[src/rtl/timer_pkg.sv]
// Shared types and helpers for the countdown timer: FSM states, active-low
// 7-segment patterns ({g,f,e,d,c,b,a}) and the BCD decrement helper.
package timer_pkg;

  typedef enum logic [1:0] {
    IDLE    = 2'd0,
    RUN     = 2'd1,
    EXPIRED = 2'd2
  } state_t;

  localparam logic [6:0] SEG_0     = 7'b1000000;
  localparam logic [6:0] SEG_1     = 7'b1111001;
  localparam logic [6:0] SEG_2     = 7'b0100100;
  localparam logic [6:0] SEG_3     = 7'b0110000;
  localparam logic [6:0] SEG_4     = 7'b0011001;
  localparam logic [6:0] SEG_5     = 7'b0010010;
  localparam logic [6:0] SEG_6     = 7'b0000010;
  localparam logic [6:0] SEG_7     = 7'b1111000;
  localparam logic [6:0] SEG_8     = 7'b0000000;
  localparam logic [6:0] SEG_9     = 7'b0010000;
  localparam logic [6:0] SEG_DASH  = 7'b0111111;
  localparam logic [6:0] SEG_BLANK = 7'b1111111;

  // Returns {count-1, zero_flag}; zero_flag marks a zero input, which saturates.
  function automatic logic [32:0] bcd_dec(input logic [31:0] count);
    logic [31:0] res;
    logic        borrow;
    res    = count;
    borrow = (count != 32'd0);
    for (int i = 0; i < 8; i++) begin
      if (borrow) begin
        if (res[i*4 +: 4] == 4'd0) begin
          res[i*4 +: 4] = 4'd9;
        end else begin
          res[i*4 +: 4] = res[i*4 +: 4] - 4'd1;
          borrow        = 1'b0;
        end
      end
    end
    return {res, (count == 32'd0)};
  endfunction

endpackage

[src/rtl/sseg_scan.sv]
// Multiplexed 7-segment driver: free-running scan counter, digit mux,
// BCD decoder and active-low digit enables with a fixed decimal point.
module sseg_scan #(
  parameter int NUM_DIGITS = 8,
  parameter int SCAN_BITS  = 6,
  parameter int DP_POS     = 4
) (
  input  logic                    clock,
  input  logic                    reset,
  input  logic [NUM_DIGITS*4-1:0] digits,
  output logic [6:0]              seg,
  output logic                    dp,
  output logic [NUM_DIGITS-1:0]   an
);
  import timer_pkg::*;

  localparam int IW  = $clog2(NUM_DIGITS);
  localparam int IW1 = IW + 1;
  localparam int CW  = SCAN_BITS + IW;

  logic [CW-1:0] scan_q;
  logic [IW-1:0] idx;
  logic [IW:0]   idx_ext;
  logic [3:0]    nibble;
  logic          slot_valid;

  always_ff @(posedge clock) begin
    if (!reset) scan_q <= '0;
    else        scan_q <= scan_q + CW'(1);
  end

  assign idx        = scan_q[CW-1 -: IW];
  assign idx_ext    = {1'b0, idx};
  assign slot_valid = (idx_ext < IW1'(NUM_DIGITS));
  assign dp         = (idx_ext == IW1'(DP_POS));

  // Index values past the last digit select nothing, leaving a blank slot.
  always_comb begin
    nibble = 4'd0;
    an     = '1;
    for (int i = 0; i < NUM_DIGITS; i++) begin
      if (idx_ext == IW1'(i)) begin
        nibble = digits[i*4 +: 4];
        an[i]  = 1'b0;
      end
    end
  end

  always_comb begin
    seg = SEG_BLANK;
    if (slot_valid) begin
      case (nibble)
        4'd0:    seg = SEG_0;
        4'd1:    seg = SEG_1;
        4'd2:    seg = SEG_2;
        4'd3:    seg = SEG_3;
        4'd4:    seg = SEG_4;
        4'd5:    seg = SEG_5;
        4'd6:    seg = SEG_6;
        4'd7:    seg = SEG_7;
        4'd8:    seg = SEG_8;
        4'd9:    seg = SEG_9;
        default: seg = SEG_DASH;
      endcase
    end
  end

endmodule

[src/rtl/countdown_timer_scan.sv]
// BCD countdown timer with queued miss penalty, pause, sticky expiry flag
// and a multiplexed 7-segment display of the current count.
module countdown_timer_scan #(
  parameter int          NUM_DIGITS  = 8,
  parameter int          TICK_DIV    = 5000,
  parameter logic [31:0] START_VALUE = 32'h0180_0000,
  parameter int          PENALTY     = 10,
  parameter int          DP_POS      = 4,
  parameter int          SCAN_BITS   = 6
) (
  input  logic                    clock,
  input  logic                    reset,
  input  logic                    start,
  input  logic                    pause,
  input  logic                    miss,
  output logic [NUM_DIGITS*4-1:0] timer_out,
  output logic                    running,
  output logic                    game_over,
  output logic [6:0]              seg,
  output logic                    dp,
  output logic [NUM_DIGITS-1:0]   an
);
  import timer_pkg::*;

  localparam int            W        = NUM_DIGITS * 4;
  localparam int            PW       = $clog2(TICK_DIV);
  localparam logic [PW-1:0] PRE_LAST = PW'(TICK_DIV - 1);
  localparam logic [9:0]    PEN      = 10'(PENALTY);
  localparam logic [W-1:0]  PRELOAD  = START_VALUE[W-1:0];

  state_t        state_q, state_d;
  logic [W-1:0]  count_q, count_d;
  logic [PW-1:0] pre_q, pre_d;
  logic [7:0]    pend_q, pend_d;
  logic          go_q, go_d;
  logic [32:0]   dec_res;
  logic          count_zero;
  logic          run_en;
  logic          tick;
  logic          drain;
  logic [9:0]    pend_sum;
  logic          unused_dec;

  assign dec_res    = bcd_dec(32'(count_q));
  assign count_zero = dec_res[0];
  assign unused_dec = ^(dec_res[32:1] >> W);

  assign run_en   = (state_q == RUN) && !pause;
  assign tick     = run_en && (pre_q == PRE_LAST);
  assign drain    = run_en && !tick && (pend_q != 8'd0) && !count_zero;
  assign pend_sum = {2'b00, pend_q} + (miss ? PEN : 10'd0) - {9'd0, drain};

  // A zero count in RUN is held one cycle, then the FSM moves to EXPIRED.
  always_comb begin
    state_d = state_q;
    count_d = count_q;
    pre_d   = pre_q;
    pend_d  = pend_q;
    go_d    = go_q;
    if (start) begin
      state_d = RUN;
      count_d = PRELOAD;
      pre_d   = '0;
      pend_d  = '0;
      go_d    = 1'b0;
    end else begin
      case (state_q)
        RUN: begin
          if (count_zero) begin
            state_d = EXPIRED;
            go_d    = 1'b1;
            pend_d  = '0;
          end else begin
            if (run_en) pre_d = tick ? '0 : pre_q + PW'(1);
            if (tick || drain) count_d = dec_res[W:1];
            pend_d = (pend_sum > 10'd255) ? 8'hFF : pend_sum[7:0];
          end
        end
        default: pend_d = '0;
      endcase
    end
  end

  always_ff @(posedge clock) begin
    if (!reset) begin
      state_q <= IDLE;
      count_q <= PRELOAD;
      pre_q   <= '0;
      pend_q  <= '0;
      go_q    <= 1'b0;
    end else begin
      state_q <= state_d;
      count_q <= count_d;
      pre_q   <= pre_d;
      pend_q  <= pend_d;
      go_q    <= go_d;
    end
  end

  assign timer_out = count_q;
  assign running   = run_en;
  assign game_over = go_q;

  sseg_scan #(
    .NUM_DIGITS (NUM_DIGITS),
    .SCAN_BITS  (SCAN_BITS),
    .DP_POS     (DP_POS)
  ) u_scan (
    .clock  (clock),
    .reset  (reset),
    .digits (count_q),
    .seg    (seg),
    .dp     (dp),
    .an     (an)
  );

endmodule

[config.mk]
export PLATFORM = sky130hd
export DESIGN_NAME = countdown_timer_scan
export DESIGN_NICKNAME = d
export VERILOG_FILES = /design/src/rtl/timer_pkg.sv /design/src/rtl/sseg_scan.sv /design/src/rtl/countdown_timer_scan.sv
export SDC_FILE = /design/constraint.sdc
export NUM_CORES = 1
export LEC_CHECK = 0
export CAP_MARGIN = 25
export CORE_MARGIN = 1.5
export CORE_UTILIZATION = 45
export CTS_CLUSTER_SIZE = 14
export DETAILED_ROUTE_END_ITERATION = 10
export GPL_TIMING_DRIVEN = 1
export PLACE_DENSITY = 0.68
export SLEW_MARGIN = 30
export SYNTH_ARGS = -nofsm -noshare
export SYNTH_HDL_FRONTEND = slang
export SYNTH_SLANG_ARGS = --single-unit
[constraint.sdc]
create_clock -name clock -period 7.3 [get_ports clock]
set_input_delay 0.73 -clock clock [delete_from_list [all_inputs] [get_ports clock]]
set_output_delay 0.73 -clock clock [all_outputs]
set_load 0.1 [all_outputs]
==> results, run 1 <==
- The number of antenna-violating nets in the routed design is 0.
- The number of hold violations in the final report is 0.
- The category of the worst setup path launch point is a register.
- The number of standard cells in the layout, taps in and fillers out is 610.
- After synthesis the cells add up to 0.00391 mm^2.
- The count of fill cells added during filler insertion is 764.
- The cell depth of the worst hold path is 1.
- In this run the post-CTS setup repair buffer count came out at 0.
- The routed via count is 3,582.
- The synthesized netlist cell count is 454.
- The leakage power total is 1.75 nW.
- The critical path in this run is classified as reg2out.
- The final routed wirelength across all metal layers is 9540 um.
- The portion of synthesized cell area occupied by the leading cell type is 32.8%.
- The die is 96.2 um tall.
- Counting every sink on the clock net gives 64.
- The cell with the biggest individual delay on the critical path is sky130_fd_sc_hd__clkdlybuf4s50_1.
- The site row count is 33.
- Setup repair after global routing left no endpoint under its margin.
- The arrival time reported for the critical path endpoint is 4.02 ns.
- By area the synthesized netlist is led by sky130_fd_sc_hd__dfxtp_1 (33%), sky130_fd_sc_hd__ha_1 (6.4%), sky130_fd_sc_hd__a21oi_1 (5.5%).
- The peak fanout along the critical path is 20.
- In this run, the combinational gates consume 15.9% of the power.
- Entering global routing, the biggest net connects 34 pins.
- The via count of the first global-routing pass is 3,294.
- The finished cells cover 0.00473 mm^2.
- After clock tree synthesis, the repair step resized 0 gates.
- The relative slew slack is 32.8%.
- The clock passes through at most 2 buffers.
- Hold timing on the final database bottoms out at a slack of 0.454 ns.
- The die covers 0.00926 mm^2.
- TritonCTS built the clock tree.
- The post-DP HPWL is 6930 um.
- The final sum of negative setup slack is 0 ns.
- The async set or reset register ratio after synthesis is 0%.
- Ranked by instance count, the synthesized netlist is headed by sky130_fd_sc_hd__dfxtp_1 (64), sky130_fd_sc_hd__a21oi_1 (43), sky130_fd_sc_hd__nand2_1 (35), sky130_fd_sc_hd__inv_1 (25), sky130_fd_sc_hd__nor2_1 (23).
- Clock-pin slew was measured on the worst setup and hold paths at 0.07 ns.
- The I/O pin count is 55.
- For the worst flop-to-flop path, the logic depth is 14.
- When the netlist entered floorplanning its net count stood at 480.
- The internal power of the cells is 600 uW.
- The type of element capturing the critical path is a primary output.
- The most common flop cell mapped by yosys is sky130_fd_sc_hd__dfxtp_1.
- The number of clock buffers inserted by TritonCTS is 9.
- The total instance count after detailed placement is 594.
- The largest area contributor in the netlist is sky130_fd_sc_hd__dfxtp_1.
- The total number of nets in the final design is 526.
- The transition time at the pin with the least slew margin is 1.01 ns.
- Timing would allow up to 210 MHz.
- The effective utilization at floorplan is 47.1%.
- Total power for the finished layout comes to 833 uW.
- The critical path goes through mux4_2, mux2i_1, inv_1, ha_1, o21ai_0, a21oi_1, nor2_1, clkdlybuf4s50_1.
- The clock tree root buffer cell is sky130_fd_sc_hd__clkbuf_8.
- The tightest min-delay check is of the reg2reg type.
- The run finished with clean final reports.
- The initial antenna violation count is 0.
- The worst slack after detailed placement is 2.94 ns.
- The wire length of the first global-routing pass is 15,600 um.
- In this run the cell area measured after placement is 0.00450 mm^2.
- The analysis attributes to net switching a power of 232 uW.
- On the final layout, the worst clock skew is 0.00968 ns.
- The synthesized flop and latch total is 64.
- The count of buffers added on input and output ports is 54.
- In this run, synthesis inferred 0 flip-flops with an integrated enable.
- For this run, the total global-route usage over all layers was measured as 21.6%.
- The sequential fraction of the synthesis area is 32.8%.
- The number of max-slew violations in the final report is 0.
- Routability-driven placement finished with a final weighted congestion of 0.837.
- The power density normalized to cell area is 176 mW/mm^2.
- The H-tree was split into 3 levels.
- The global route total overflow is 0.
- The number of buffers inserted for hold repair after clock tree synthesis is 0.
- The share of total power in sequential cells is 43.5%.
- The share of layout cells above drive strength 1 is 9.90%.
- The repair_antennas step left the layout with diodes totalling 0.
- For this run, design rule violations remaining after detail routing come to 0.
- The area growth from synthesis to layout is 20.9%.
- By instance count, the leading cell after synthesis is sky130_fd_sc_hd__dfxtp_1.
- The required time at the endpoint of the critical path is 6.57 ns.
- From left edge to right edge, the die measures 96.2 um.
- The number of vias per cell is 5.87.
- The first-iteration detailed-routing DRC count is 187.
- Dividing the detail-routed wire length by the instance count gives 15.6 um.
- The number of max-cap violations is 0.
- The worst path in the final design needs a cycle of 4.75 ns, including I/O delays and setup.
- The maximum VDD drop is 0.131 mV.
- The largest single stage delay on the critical path is 1.13 ns.
- The synthesized netlist contains 69 unique library cells.
- The number of failing setup endpoints in the final timing report is 0.
- Counting buffers and inverters, the worst setup path is 8 cells deep.
- The gate family responsible for the most delay along the worst path is buffers and inverters.
- The core box area is 0.00830 mm^2.
- The latest clock arrival within the worst-skew pair is 0.34 ns.
- In this run, the clock network consumes 40.6% of the power.
- The first-pass iteration count of the detailed router is 4.
- The final cell utilization of the core is 57.0%.
- The number of buffers and inverters on the critical path is 2.
- In this run the mean area of a mapped cell was 8.61 um^2.
- Of the available clock period, the critical path in the final layout requires 65.1%.
- Setup slack closes at 2.55 ns.
- Of the total power, the share spent switching nets is 27.9%.
- For this run, the number of Yosys warnings is 0.
[worst register-to-register path: stages, from the launching register on]
cell                      delay, ns
sky130_fd_sc_hd__dfxtp_1       0.39
sky130_fd_sc_hd__nor3_1        0.35
sky130_fd_sc_hd__nand4_1       0.35
sky130_fd_sc_hd__o31ai_2       0.28
sky130_fd_sc_hd__buf_4         0.31
sky130_fd_sc_hd__nor3_1        0.11
sky130_fd_sc_hd__ha_1          0.19
sky130_fd_sc_hd__inv_1         0.05
sky130_fd_sc_hd__ha_1          0.22
sky130_fd_sc_hd__fa_1          0.24
sky130_fd_sc_hd__nand3_1       0.10
sky130_fd_sc_hd__a21oi_1       0.16
sky130_fd_sc_hd__o21a_1        0.16
sky130_fd_sc_hd__o311a_1       0.35
sky130_fd_sc_hd__a21oi_1       0.13
[sequential cells by signal, summed over array words and instances (netlist names)]
signal / cells
game_over: 1
pend_q: 8
state_q: 1
pre_q: 13
timer_out: 32
u_scan.scan_q: 9
[per-layer routing]
layer  up-vias  GRT usage, %  part of all wire, %  routed length (um)
li1       1777             -                    -                   -
met1      1728          28.8                   47                4530
met2        73          34.9                   47                4520
met3         4          3.40                  4.4                 418
met4         0          8.33                 0.74                  71
met5         -             0                    0                   0
[cell type report]
class                   instances  area (um^2)  share of cell area [%]
inverters                      26         97.6                    2.06
repair buffers                 56          556                    11.7
clock inverters                 5         80.1                    1.69
clock buffers                  11          141                    2.99
flip-flops and latches         64         1280                    27.1
multi-input cells             343         2440                    51.6
well taps                     105          131                    2.78
[power groups by stage]
| stage | Sequential (mW) | Combinational, mW | Clock [mW] |
|---|---|---|---|
| floorplan | 0.383 | 0.0905 | 0 |
| global placement | 0.370 | 0.129 | 0 |
| detailed placement | 0.370 | 0.131 | 0 |
| CTS | 0.362 | 0.132 | 0.348 |
| global route | 0.363 | 0.144 | 0.358 |
| finish | 0.362 | 0.132 | 0.338 |
[cell families (layout without fill, tap and decap cells)]
kind of cell	count (synthesis)	count (layout)	synth area share, %
compound gates	112	112	18.3
simple gates	178	178	27.0
flops	64	64	32.8
xor+xnor	10	10	2.24
buf+inv	47	98	5.06
mux	22	22	7.68
fa+ha+maj	21	21	6.91
[final timing paths]
kind	startpoint	slack [ns]	to
worst max-delay path	u_scan.scan_q[6]	2.55	seg[4]
worst min-delay path	u_scan.scan_q[0]	0.45	u_scan.scan_q[0]
worst max register to register	timer_out[28]	3.77	pend_q[1]
worst min register to register	u_scan.scan_q[0]	0.45	u_scan.scan_q[0]
[cells in the final DEF (no fill, tap or decap), drive strengths merged, types with 4 or more instances in the layout]
cell type,synthesis,final
nor4,6,6
nand4,5,5
o211ai,5,5
xnor2,6,6
nor3,11,11
nand2b,7,7
clkdlybuf4s50,0,54
dfxtp,64,64
or4,14,14
or3,17,17
mux2,4,4
mux2i,12,12
nand2,35,35
o31ai,9,9
clkbuf,13,11
o21ai,23,23
mux4,6,6
inv,26,26
a21oi,43,43
nor2,23,23
or2,4,4
and2,9,9
nand3,22,22
nand3b,6,6
ha,20,20
xor2,4,4
o41ai,6,6
Note: power is estimated with default switching activity, not from simulation.
==> run 2: changes to the inputs <==
- clock period: 7.3 -> 4.7 ns (I/O delays scaled with it)
==> run 2 against run 1 <==
Compared with the run above:
- worst hold slack lost 0.0018 ns
- non-clock buffer count grew 2
- power rose by 43%
- largest power group unchanged
- critical path depth is 3 lower
- register-to-register slack lost 2.3 ns
- critical path type unchanged
- clock power rose by 25%
- global-route usage increased by 0.64 points
- final cell count grew 0.33%
==> results, run 2 (synthesized netlist as in run 1, its figures left out) <==
- The buffer levels on the longest clock path is 2 (unchanged).
- The residual DRC count is 0 (unchanged).
- The number of buffers inserted for hold repair after clock tree synthesis is 0 (unchanged).
- The number of hold violations in the final report is 0 (unchanged).
- The number of buffer cells added on primary ports is 54 (unchanged).
- The I/O pin count is 55 (unchanged).
- The via count of the first global-routing pass is 3,367 (+2.2%).
- The number of max-cap violations is 0 (unchanged).
- The final sum of negative setup slack is 0 ns (unchanged).
- The tree is rooted in a sky130_fd_sc_hd__clkbuf_8.
- The relative slew slack is 33.1% (+0.38 points).
- The peak fanout along the critical path is 16 (-20%).
- The transition time at the pin with the least slew margin is 1.00 ns (-0.00564 ns).
- Timing would allow up to 274 MHz.
- The slowest stage of the critical path is the sky130_fd_sc_hd__dfxtp_1 cell.
- The count of fill cells added during filler insertion came to 764 (unchanged).
- The worst setup path is launched from a register.
- The area growth from synthesis to layout is 19.6%.
- The final weighted congestion in routability-driven placement was 0.840 (+0.38%).
- STA classifies the critical path endpoint as a primary output.
- The share of layout cells above drive strength 1 came to 11.6% (+1.7 points).
- The maximum VDD drop is 0.198 mV (+51%).
- The final hold slack is 0.452 ns (-0.00176 ns).
- The required time at the endpoint of the critical path is 4.23 ns (-2.34 ns).
- The latest clock arrival within the worst-skew pair is 0.35 ns (about the same).
- The critical path start-end classification is reg2out.
- The TritonCTS clock tree is built.
- The number of failing setup endpoints in the final timing report is 0 (unchanged).
- The final routed wirelength across all metal layers is 9630 um (+0.95%).
- The vertical extent of the die came to 96.2 um (unchanged).
- The global router's overall resource usage was 22.2% (+0.64 points).
- The antenna diode count came to 0 (unchanged).
- The effective utilization at floorplan came to 47.1% (unchanged).
- The site row count is 33 (unchanged).
- The depth of the worst register-to-register path is 13 (-1).
- The arrival time reported for the critical path endpoint is 3.19 ns (-0.83 ns).
- The multi-input combinational cell area is 0.00244 mm^2 (-0.10%).
- The post-cts sizing count is 0 (unchanged).
- The die area came to 0.00926 mm^2 (unchanged).
- The wire length of the first global-routing pass is 16,100 um (+2.8%).
- The number of sinks handled by clock tree synthesis is 64 (unchanged).
- The power density normalized to cell area came to 254 mW/mm^2 (+45%).
- The die width is 96.2 um (unchanged).
- The flow ran to the end, and the final reports show no timing, DRC or antenna violations.
- The worst clock skew on the final layout was 0.0119 ns (+0.00220 ns).
- The number of max-slew violations in the final report is 0 (unchanged).
- The wire length per cell is 15.7 um (+0.62%).
- The global route total overflow is 0 (unchanged).
- The path with the worst hold slack has its endpoint at u_scan.scan_q[0].
- The endpoint of the most critical register-to-register path is pend_q[1].
- The delay contributed by the slowest stage of the critical path is 0.72 ns (-0.41 ns).
- The initial antenna violation count was 0 (unchanged).
- The clock-pin slew of the registers on the worst-case setup and hold paths is 0.08 ns (about the same).
- Traced cell by cell, the critical path runs through mux4_2, mux2i_1, nor3b_1, a21oi_1, buf_4.
- The number of clock buffers inserted by TritonCTS is 9 (unchanged).
- The min-delay analysis places its worst path in the category reg2reg.
- Leaving out fill and tap cells, the most frequent cells in the layout are sky130_fd_sc_hd__dfxtp_1 (64), sky130_fd_sc_hd__clkdlybuf4s50_1 (47), sky130_fd_sc_hd__a21oi_1 (43).
- Setup repair after global routing left no endpoint under its margin.
- The number of vias per cell is 5.88 (about the same).
- The setup fix buffers added after clock tree synthesis is 0 (unchanged).
- The core box area is 0.00830 mm^2 (unchanged).
- The first-iteration detailed-routing DRC count is 227 (+21%).
- The setup slack on the worst flop-to-flop path is 1.46 ns (-2.31 ns).
- After layout, the minimum clock period comes to 3.66 ns.
- The level count of the clock H-tree came to 3 (unchanged).
- The routed via count came to 3,596 (+0.39%).
- The maximum number of pins on one net before global-route repair was 34 (unchanged).
- The leakage power total is 1.74 nW (-0.40%).
- The library cell used most frequently in the layout, excluding fill and tap cells, is sky130_fd_sc_hd__dfxtp_1.
- The cell depth of the worst hold path is 1 (unchanged).
- The worst hold path begins at u_scan.scan_q[0].
- The total number of nets in the final design is 528 (+0.38%).
- The sequential cell area is 0.00128 mm^2 (unchanged).
- The number of antenna-violating nets in the routed design is 0 (unchanged).
- The ratio of final minimum period to clock period is 77.8%.
- The launching point of the worst reg2reg path is pre_q[0].
- The final cell utilization of the core came to 56.3% (-0.65 points).
- The first-pass iteration count of the detailed router came to 5 (+1).
- The post-DP HPWL came to 7060 um (+1.8%).
- The number of flip-flops in the largest register is 32 (unchanged).
-- run 2: changes by cell type in the layout (fill, tap and decap cells not counted), sizes merged --
cell,previous run,this run
clkinv,1,3
clkbuf,11,9
clkdlybuf4s50,54,47
buf,2,11
bufinv,2,0
clkinvlp,2,4
-- run 2: worst max-delay path by stage --
stage | startpoint | endpoint
floorplan | u_scan.scan_q[6] | seg[3]
global placement | pause | pend_q[1]
detailed placement | pause | pend_q[1]
CTS | u_scan.scan_q[8] | seg[3]
global route | u_scan.scan_q[8] | seg[2]
finish | u_scan.scan_q[8] | seg[3]
-- run 2: critical path: cells and delay by family (launching register included) --
kind / cells / cell delay, ns
flip-flops: 1 / 0.72
multiplexers: 2 / 1.26
AO/OA/AOI/OAI: 1 / 0.10
buffers and inverters: 1 / 0.27
AND/OR/NAND/NOR: 1 / 0.48
-- run 2: final cells by class --
type,count,share of cell area (%)
clock inverters,7,1.04
well taps,105,2.81
flip-flops and latches,64,27.4
repair buffers,58,11.8
clock buffers,9,2.65
inverters,26,2.09
multi-input cells,343,52.2
-- run 2: report_power, final --
| part | switching (mW) | total [mW] | internal (mW) |
|---|---|---|---|
| sequential | 0.0106 | 0.562 | 0.551 |
| clock | 0.232 | 0.421 | 0.190 |
| combinational | 0.138 | 0.206 | 0.0681 |
-- run 2: through the flow --
stage	instances	area [um^2]	power, mW	setup WS, ns
after global placement	596	4500	0.774	1.13
after CTS	612	4670	1.20	1.07
after detailed placement	596	4500	0.779	1.02
after global routing	612	4670	1.24	0.787
final	612	4670	1.19	1.04
after floorplan	454	3910	0.735	0.0737
-- run 2: metal layers --
layer	global-route usage [%]	vias to the layer above	part of all wire, %
met1	29.9	1722	47
met5	0	-	0
met2	35.3	81	48
met4	7.48	0	1.1
met3	4.58	8	4.2
li1	-	1785	-
==> run 3: changes to the inputs <==
- PLACE_DENSITY: 0.68 -> 0.7
- clock period: 4.7 -> 3.2 ns (I/O delays scaled with it)
==> run 3 against run 2 <==
Compared with the run above:
- register-to-register slack worse by 1.3 ns
- clock skew is 0.0040 ns lower
- sequential share of layout area decreased by 0.98 points
==> results, run 3 (synthesized netlist as in run 1, its figures left out) <==
- The global router's overall resource usage is 23.1% (+0.88 points).
- The peak fanout along the critical path is 8 (-8).
- The via count of the first global-routing pass was 3,399 (+0.95%).
- The relative contribution of the clock network to total power is 39.3% (+3.9 points).
- The number of standard cells in the layout, taps in and fillers out is 623 (+1.8%).
- The run finished with clean final reports.
- The number of max-cap violations is 0 (unchanged).
- The transition time at the pin with the least slew margin came to 1.03 ns (+0.0296 ns).
- The switching share of power came to 29.0% (-3.0 points).
- The worst path in the final design needs a cycle of 3.00 ns, including I/O delays and setup.
- The maximum VDD drop is 0.235 mV (+19%).
- The routed via count was 3,608 (+0.33%).
- The number of vias per cell is 5.79 (-1.4%).
- The wire length per cell is 15.8 um (+0.16%).
- The global route total overflow is 0 (unchanged).
- The cell depth of the worst hold path is 1 (unchanged).
- The level count of the clock H-tree is 3 (unchanged).
- The site row count is 33 (unchanged).
- The worst slack after detailed placement was -0.0752 ns (-1.10 ns).
- The core box area came to 0.00830 mm^2 (unchanged).
- The number of sinks handled by clock tree synthesis is 64 (unchanged).
- The number of flip-flops in the largest register was 32 (unchanged).
- The switching component of the power is 554 uW (+46%).
- From synthesis to final layout, the design area changed by 29.8%.
- The effective utilization at floorplan is 47.1% (unchanged).
- The arrival time reported for the critical path endpoint came to 3.27 ns (+0.08 ns).
- The internal power of the cells was 1.36 mW (+68%).
- The share of total power in sequential cells came to 43.0% (-4.2 points).
- The vertical extent of the die is 96.2 um (unchanged).
- The ratio of final minimum period to clock period is 93.8%.
- STA classifies the critical path startpoint as a register.
- The number of failing setup endpoints in the final timing report is 0 (unchanged).
- The power density normalized to cell area is 377 mW/mm^2 (+48%).
- The residual DRC count is 0 (unchanged).
- The die width came to 96.2 um (unchanged).
- The post-DP HPWL is 7400 um (+4.9%).
- The buffer levels on the longest clock path is 2 (unchanged).
- The I/O pin count is 55 (unchanged).
- The final routed wirelength across all metal layers is 9820 um (+2.0%).
- Setup repair after global routing left no endpoint under its margin.
- The leakage power total is 1.88 nW (+7.6%).
- The clock-pin slew of the registers on the worst-case setup and hold paths is 0.07 ns (about the same).
- The number of hold violations in the final report is 0 (unchanged).
- The total number of nets in the final design is 539 (+2.1%).
- The final sum of negative setup slack came to 0 ns (unchanged).
- The part of the power in combinational logic is 17.8% (+0.5 points).
- The relative slew slack came to 31.2% (-2.0 points).
- The required time at the endpoint of the critical path is 3.47 ns (-0.76 ns).
- The first-iteration detailed-routing DRC count came to 135 (-41%).
- The depth of the worst register-to-register path is 13 (unchanged).
- The number of antenna-violating nets in the routed design is 0 (unchanged).
- The final weighted congestion in routability-driven placement came to 0.845 (+0.54%).
- The number of buffer cells added on primary ports is 54 (unchanged).
- The type of element capturing the critical path is a register.
- The least setup slack across all paths after layout is 0.198 ns (-0.846 ns).
- The maximum number of pins on one net before global-route repair is 29 (-15%).
- The worst clock skew on the final layout was 0.00788 ns (-0.00399 ns).
- The wire length of the first global-routing pass is 16,600 um (+3.3%).
- The total instance count after detailed placement is 607 (+1.8%).
- The number of clock buffers inserted by TritonCTS is 9 (unchanged).
- The fmax is 333 MHz.
- The initial antenna violation count was 0 (unchanged).
- In the layout the commonest cells are sky130_fd_sc_hd__a21oi_1 (37), sky130_fd_sc_hd__clkdlybuf4s50_1 (37), sky130_fd_sc_hd__nand2_1 (35).
- The share of layout cells above drive strength 1 was 25.9% (+14 points).
- The antenna diode count is 0 (unchanged).
- The critical path is of the reg2reg type.
- The type of the most critical hold path is reg2reg.
- The number of max-slew violations in the final report is 0 (unchanged).
- The tree is rooted in a sky130_fd_sc_hd__clkbuf_8.
- The first-pass iteration count of the detailed router is 4 (-1).
- The setup fix buffers added after clock tree synthesis is 0 (unchanged).
- The latest clock arrival within the worst-skew pair is 0.34 ns (about the same).
- The die area is 0.00926 mm^2 (unchanged).
- The TritonCTS clock tree is built.
[run 3: cell count changes in the layout (fill, tap and decap cells not counted), moves of 7 or more]
cell,before,now
sky130_fd_sc_hd__dfxtp_1,64,30
sky130_fd_sc_hd__dfxtp_2,0,27
sky130_fd_sc_hd__buf_4,11,25
sky130_fd_sc_hd__clkdlybuf4s50_1,47,37
sky130_fd_sc_hd__buf_12,0,7
sky130_fd_sc_hd__dfxtp_4,0,7
[run 3: critical path, stage by stage, from the launching register on]
cell	delay [ns]
sky130_fd_sc_hd__dfxtp_1	0.35
sky130_fd_sc_hd__ha_1	0.26
sky130_fd_sc_hd__and4_1	0.23
sky130_fd_sc_hd__and3_1	0.20
sky130_fd_sc_hd__nor3_2	0.19
sky130_fd_sc_hd__ha_2	0.19
sky130_fd_sc_hd__inv_1	0.04
sky130_fd_sc_hd__ha_2	0.18
sky130_fd_sc_hd__fa_2	0.36
sky130_fd_sc_hd__nand3_2	0.09
sky130_fd_sc_hd__a21oi_2	0.06
sky130_fd_sc_hd__o21a_1	0.21
sky130_fd_sc_hd__o311a_4	0.43
sky130_fd_sc_hd__a21oi_1	0.15
[run 3: timing repair]
item	4_1_cts	5_1_grt
hold buffers	0	0
resized for setup	0	1
setup endpoints to repair	0	1
[run 3: final timing paths]
path	startpoint	to	slack (ns)
setup / recovery	pre_q[0]	pend_q[1]	0.20
hold / removal	u_scan.scan_q[0]	u_scan.scan_q[0]	0.45
setup reg to reg	pre_q[0]	pend_q[1]	0.20
hold reg to reg	u_scan.scan_q[0]	u_scan.scan_q[0]	0.45
[run 3: cell type report]
class                           instances  area [um^2]
Timing Repair Buffer                   69          698
Tap cell                              105          131
Multi-Input combinational cell        343         2580
Clock inverter                          4         51.3
Inverter                               26          110
Sequential cell                        64         1340
Fill cell                             748         3220
Clock buffer                           12          166
[run 3: per-layer routing]
metal	global-route usage, %	part of all wire (%)	wire, um	vias up
met2	36.4	46	4540	67
met4	7.48	1.8	177	0
met5	0	0	0	-
met3	4.58	3.8	371	17
li1	-	-	-	1804
met1	31.6	48	4730	1720
[run 3: through the flow]
stage / util [%] / instance area, um^2 / hold WS [ns] / power, mW
floorplan: - / 4150 / 0.420 / 1.10
global placement: 58.5 / 4860 / 0.439 / 1.17
detailed placement: 58.5 / 4860 / 0.448 / 1.18
CTS: 61.1 / 5070 / 0.460 / 1.92
global route: 61.1 / 5070 / 0.483 / 1.99
finish: 61.1 / 5070 / 0.455 / 1.91
[run 3: power by group through the flow]
stage                     logic [mW]  registers (mW)  clock network, mW
after floorplan                0.230           0.868                  0
after global placement         0.331           0.839                  0
after detailed placement       0.338           0.840                  0
after CTS                      0.340           0.821              0.761
after global routing           0.371           0.823              0.799
final                          0.339           0.821              0.750
